### config.mk
export PLATFORM = sky130hd
export DESIGN_NAME = morse_sequencer_flat
export DESIGN_NICKNAME = d
export VERILOG_FILES = /design/src/rtl/morse_sequencer_if.sv /design/src/rtl/morse_sequencer.sv /design/src/flat_wrapper.sv
export SDC_FILE = /design/constraint.sdc
export NUM_CORES = 1
export LEC_CHECK = 0
export ABC_AREA = 1
export BUFFER_PORTS_ARGS = -buffer_cell sky130_fd_sc_hd__clkbuf_2
export CORE_MARGIN = 1
export CORE_UTILIZATION = 60
export CTS_CLUSTER_SIZE = 14
export DETAILED_ROUTE_END_ITERATION = 8
export MAX_ROUTING_LAYER = met4
export PLACE_DENSITY = 0.79
export SLEW_MARGIN = 30
export SYNTH_ARGS = -nofsm -noshare
export SYNTH_HDL_FRONTEND = slang
export SYNTH_SLANG_ARGS = --single-unit
### constraint.sdc
create_clock -name clk -period 6.1 [get_ports clk]
set_clock_uncertainty 0.1 [all_clocks]
set_input_delay 0.305 -clock clk [delete_from_list [all_inputs] [get_ports clk]]
set_output_delay 0.305 -clock clk [all_outputs]
set_load 0.02 [all_outputs]
### src/rtl/morse_sequencer_if.sv
// Word-push handshake into the Morse sequencer FIFO.
interface morse_sequencer_if #(parameter int WIDTH = 10);
    logic             in_valid;
    logic [WIDTH-1:0] in_word;
    logic             in_ready;

    modport master (output in_valid, output in_word, input in_ready);
    modport slave  (input in_valid, input in_word, output in_ready);
endinterface

### src/rtl/morse_sequencer.sv
// Queues Morse words in a small FIFO and keys them out as a tone with unit timing
// derived from a (period+1)-cycle prescaler.
module morse_sequencer #(
    parameter int WIDTH = 10,
    parameter int DEPTH = 4,
    parameter int CW    = 25
) (
    input  logic                       clk,
    input  logic                       reset,
    morse_sequencer_if.slave           bus,
    input  logic [CW-1:0]              period,
    output logic                       tone,
    output logic                       sym_dot,
    output logic                       sym_dash,
    output logic                       busy,
    output logic                       done,
    output logic [$clog2(DEPTH+1)-1:0] level
);
    localparam int LW   = $clog2(DEPTH + 1);
    localparam int PW   = $clog2(DEPTH);
    localparam int NSYM = WIDTH / 2;
    localparam int IW   = $clog2(NSYM);

    typedef enum logic [2:0] {IDLE, LOAD, SYM, TONE, SPACE, WGAP} state_t;

    logic [WIDTH-1:0] mem [DEPTH];
    logic [PW-1:0]    wr_ptr;
    logic [PW-1:0]    rd_ptr;
    logic             do_push;
    logic             do_pop;

    state_t           state;
    logic [WIDTH-1:0] shreg;
    logic [IW-1:0]    idx;
    logic [1:0]       rem;
    logic [CW-1:0]    cnt;
    logic             tick;

    assign bus.in_ready = (level != LW'(DEPTH));
    assign do_push      = bus.in_valid && bus.in_ready;
    assign do_pop       = (state == IDLE) && (level != '0);
    assign tick         = (cnt >= period);

    always_ff @(posedge clk) begin
        if (do_push)
            mem[wr_ptr] <= bus.in_word;
    end

    always_ff @(posedge clk) begin
        if (reset) begin
            wr_ptr <= '0;
            rd_ptr <= '0;
            level  <= '0;
        end else begin
            if (do_push)
                wr_ptr <= wr_ptr + 1'b1;
            if (do_pop)
                rd_ptr <= rd_ptr + 1'b1;
            level <= level + LW'(do_push) - LW'(do_pop);
        end
    end

    // Holding cnt at zero through SYM makes the first tone/space unit a full period+1 cycles.
    always_ff @(posedge clk) begin
        if (reset || state == SYM || tick)
            cnt <= '0;
        else
            cnt <= cnt + 1'b1;
    end

    always_ff @(posedge clk) begin
        if (reset) begin
            state    <= IDLE;
            shreg    <= '0;
            idx      <= '0;
            rem      <= '0;
            tone     <= 1'b0;
            sym_dot  <= 1'b0;
            sym_dash <= 1'b0;
            busy     <= 1'b0;
            done     <= 1'b0;
        end else begin
            sym_dot  <= 1'b0;
            sym_dash <= 1'b0;
            done     <= 1'b0;
            case (state)
                IDLE: begin
                    if (do_pop) begin
                        shreg <= mem[rd_ptr];
                        idx   <= '0;
                        busy  <= 1'b1;
                        state <= LOAD;
                    end
                end
                LOAD: state <= SYM;
                SYM: begin
                    case (shreg[WIDTH-1 -: 2])
                        2'b10: begin
                            state   <= TONE;
                            rem     <= 2'd1;
                            tone    <= 1'b1;
                            sym_dot <= 1'b1;
                        end
                        2'b11: begin
                            state    <= TONE;
                            rem      <= 2'd3;
                            tone     <= 1'b1;
                            sym_dash <= 1'b1;
                        end
                        default: begin
                            state <= SPACE;
                            rem   <= 2'd2;
                        end
                    endcase
                end
                TONE: begin
                    if (tick) begin
                        if (rem == 2'd1) begin
                            state <= SPACE;
                            rem   <= 2'd1;
                            tone  <= 1'b0;
                        end else begin
                            rem <= rem - 2'd1;
                        end
                    end
                end
                SPACE: begin
                    if (tick) begin
                        if (rem == 2'd1) begin
                            shreg <= {shreg[WIDTH-3:0], 2'b00};
                            idx   <= idx + 1'b1;
                            if (idx == IW'(NSYM - 1)) begin
                                state <= WGAP;
                                rem   <= 2'd3;
                            end else begin
                                state <= SYM;
                            end
                        end else begin
                            rem <= rem - 2'd1;
                        end
                    end
                end
                WGAP: begin
                    if (tick) begin
                        if (rem == 2'd1) begin
                            state <= IDLE;
                            busy  <= 1'b0;
                            done  <= 1'b1;
                        end else begin
                            rem <= rem - 2'd1;
                        end
                    end
                end
                default: state <= IDLE;
            endcase
        end
    end
endmodule

### src/flat_wrapper.sv
// flat-port wrapper written by rule: the top's interface ports become plain ports
module morse_sequencer_flat 
#(
    parameter int WIDTH = 10,
    parameter int DEPTH = 4,
    parameter int CW    = 25
)
  (clk, reset, period, tone, sym_dot, sym_dash, busy, done, level, bus_in_valid, bus_in_word, bus_in_ready);
  morse_sequencer_if #(.WIDTH(WIDTH)) bus_i ();
  input  logic clk;
  input  logic reset;
  input  logic [CW-1:0] period;
  output logic tone;
  output logic sym_dot;
  output logic sym_dash;
  output logic busy;
  output logic done;
  output logic [$clog2(DEPTH+1)-1:0] level;
  input wire logic [$bits(bus_i.in_valid)-1:0] bus_in_valid;
  input wire logic [$bits(bus_i.in_word)-1:0] bus_in_word;
  output wire logic [$bits(bus_i.in_ready)-1:0] bus_in_ready;
  assign bus_i.in_valid = bus_in_valid;
  assign bus_i.in_word = bus_in_word;
  assign bus_in_ready = bus_i.in_ready;
  morse_sequencer #(.WIDTH(WIDTH), .DEPTH(DEPTH), .CW(CW)) u_core (.clk(clk), .reset(reset), .bus(bus_i), .period(period), .tone(tone), .sym_dot(sym_dot), .sym_dash(sym_dash), .busy(busy), .done(done), .level(level));
endmodule
==> key figures <==
Worst setup path
  • Reg2reg path depth: 11
  • R2R setup slack: 3.78 ns
  • Reg2Reg Capture Point: u_core.cnt[17]
  • Max stage delay on crit path: between 0.4 and 0.5 ns
  • Critical Path Sink: u_core.cnt[17]
  • Delay-heaviest family, CP: simple AND/OR/NAND/NOR gates
  • CP max stage cell: dfxtp_1
  • WS Path Type: reg2reg
  • Worst r2r src: u_core.cnt[7]
  • Critical-path cell list: ha_1 > nand2_1 > nor2_2 > and2_1 > nand2_1 > nor2_2 > nor2_4 > nand3_2 > nor2_1 > nand2_2 > nor3_1
  • WP data required: about 6.3 ns
  • WP data arrival: ~2.5 ns
  • Critical path launch point type: register
  • Worst path bufs/invs: 0
  • Critical Path Start: u_core.cnt[7]
  • Setup crit end kind: register
  • CP Max Fanout: 25
  • Critical path depth in cells: 11

Cells and area
  • Register Area: approximately 2300 um2
  • Area growth syn-to-layout: 10.1%
  • Final Util: 0.691
  • Nets: about 760
  • Multi-input gate area: approximately 2400 um2
  • Post-Layout Inst Area: about 5700 um2
  • N_diodes: 0
  • Final cell count without fillers: 793
  • # fillers: between 600 and 700
  • Share of cells above drive strength 1: 0.158

Placement
  • Dpl cells: slightly below 800
  • Input/output buffers: between 40 and 50
  • Cell area after placement: around 5500 um2
  • Placer Congestion: roughly 0.9
  • HPWL after DPL: 7390 um

STA
  • Final setup viols: 0
  • Max Freq: between 0.4 and 0.5 GHz
  • RSZ-0062 raised after global routing: false
  • Setup TNS Final: 0 ns
  • Slew @ Worst Pin: 0.821 ns
  • Slew Limit Fails: 0
  • Final Cycle Share: 0.381
  • Worst rel slew slack: 0.452
  • Final Hold Fails: 0
  • Tmin final: approximately 2.3 ns

CTS
  • Post_cts resized: 0
  • Longest Clk Path Bufs: 2
  • CTS Sinks: 97
  • CTS Root Cell: clkbuf_8
  • H-tree depth: 3
  • Latest clock arrival within the worst-skew pair: roughly 0.37 ns
  • CTS tree: built
  • # Post-CTS Setup Buffers: 0
  • Hold Buf Count CTS: 0
  • TritonCTS Buffers: 9
  • Reg clk slew, reported paths: around 0.11 ns

Synthesis
  • Syn Inst Count: between 600 and 700
  • Top-count cell post-synth: nand2_1
  • Synth area leader: edfxtp_1
  • Flops & latches, synth: just under 100
  • Syn nets: about 720
  • Count of cell types in the netlist: 45
  • Sequential fraction of the synthesis area: 0.449
  • EDFF count, synth: 40
  • Top FF cell, synth: dfxtp_1
  • Commonest cells in the netlist: nand2_1, nor2_1, inv_1
  • Async set-or-reset flop fraction in the synthesized netlist: 0
  • Synth top area share: 0.230
  • Top post-synthesis cells by area: edfxtp_1, dfxtp_1, nand2_1
  • Yosys warning count: 0
  • Avg Synthesized Cell Area: 8.16 um2
  • Post-Syn Area: about 5200 um2

Run status
  • Status: completed

Global routing
  • Met1 Usage GRT: 0.314
  • Antenna violations before repair: 0
  • Total GRT Usage: 0.246
  • Largest net degree at the start of global routing: 27
  • Met3 Use GR: 0.0359
  • First-pass GRT wire length: approximately 17000 um
  • Number of global-route vias before repair: about 3800
  • Gr ovfl total: 0
  • Busiest grt layer: met2
  • Met2 usage: 0.398

Die
  • Die ar.: 9070 um2
  • Die W: ~95 um
  • DIE HEIGHT: 95.2 um
  • I/O Pins: 47
  • Num rows: 33
  • Core Area: just over 8000 um2
  • Initial Utilization: 0.628

Run
  • Max cap viols: 0

Hold path
  • Worst Hold Launch: bus_in_word[4]
  • Worst Hold Class: in2reg

Route
  • Number of remaining DRC errors: 0
  • Drt wl/cell: 12.6 um
  • DRT antenna net count: 0
  • Total iterations of the first detailed-routing run: 4
  • Drt total wl: ~10000 um
  • Via Count: 4141
  • DR iter-0 viols: roughly 210
  • Vias/cell: 5.22

Pwr
  • P_leak: around 2.6 nW
  • Peak supply drop: 0.000224 V
  • PD cells: between 300 and 400 nW/um2
-- flip-flops by register name, summed over array words and instances (netlist names), named ones only --
name and cells:
u_core.cnt 25, u_core.idx 3, u_core.busy 1, u_core.mem 40, u_core.rem 2, u_core.level 3, u_core.sym_dot 1, u_core.state 3
u_core.shreg 10, u_core.wr_ptr 2, u_core.done 1, u_core.rd_ptr 2, u_core.sym_dash 1, u_core.tone 1
-- per-stage QoR --
| step | worst slack [ns] | total power [mW] | hold WS (ns) |
|---|---|---|---|
| 2_1_floorplan | 4.04 | 1.46 | 0.272 |
| 3_3_place_gp | 3.91 | 1.58 | 0.299 |
| 3_5_place_dp | 3.80 | 1.61 | 0.311 |
| 4_1_cts | 3.77 | 2.06 | 0.0306 |
| 5_1_grt | 3.57 | 2.21 | 0.0411 |
| 6_report | 3.78 | 2.06 | 0.0450 |
-- worst min path at each step --
stage,endpoint,slack [ns],depth (start not counted)
floorplan,u_core.level[1],0.27,1
global placement,u_core.sym_dot,0.30,1
detailed placement,u_core.sym_dot,0.31,1
CTS,u_core.mem[2][4],0.03,1
global route,u_core.mem[1][4],0.04,1
finish,u_core.mem[0][4],0.05,1
-- per-layer routing --
metal	routed length, um	vias up
li1	-	2138
met1	4770	1888
met2	4610	98
met3	472	17
met4	165	0
met5	0	-
-- cell families (layout without fill, tap and decap cells) --
| logic type | Yosys count | in the layout | share of synthesized area |
|---|---|---|---|
| compound gates | 77 | 77 | 0.0881 |
| simple gates | 299 | 299 | 0.262 |
| flops | 97 | 97 | 0.449 |
| buf+inv | 114 | 163 | 0.0850 |
| xor+xnor | 14 | 14 | 0.0235 |
| fa+ha+maj | 38 | 38 | 0.0926 |
-- placed cells by master, fill, tap and decap left out, drive strengths merged --
cell type / Yosys / final
fa: 1 / 1
a21o: 2 / 2
or2: 3 / 3
o21ai: 21 / 21
xnor2: 3 / 3
nand4: 13 / 13
a21oi: 41 / 41
ha: 37 / 37
nand3b: 2 / 2
and2: 1 / 1
a22oi: 1 / 1
nand3: 16 / 16
a221oi: 1 / 1
bufinv: 0 / 1
o21a: 1 / 1
xor2: 11 / 11
nor3: 10 / 10
nand2: 145 / 145
nor2: 107 / 107
o22ai: 1 / 1
clkinv: 2 / 4
inv: 99 / 103
edfxtp: 40 / 40
nor4: 2 / 2
dfxtp: 57 / 57
a32o: 8 / 8
clkbuf: 7 / 55
o211ai: 1 / 1
-- power breakdown --
group | internal, mW | switching (mW) | total, mW | leakage, nW
clock | 0.201 | 0.252 | 0.453 | 0.109
sequential | 0.793 | 0.0914 | 0.885 | 0.831
combinational | 0.261 | 0.459 | 0.720 | 1.65
-- final cells by class --
type | count | share of cell area
clock buffers | 9 | 0.0216
clock inverters | 7 | 0.0161
inverters | 101 | 0.0661
multi-input cells | 428 | 0.425
flip-flops and latches | 97 | 0.408
well taps | 105 | 0.0229
repair buffers | 46 | 0.0401
Note: power is estimated with default switching activity, not from simulation.
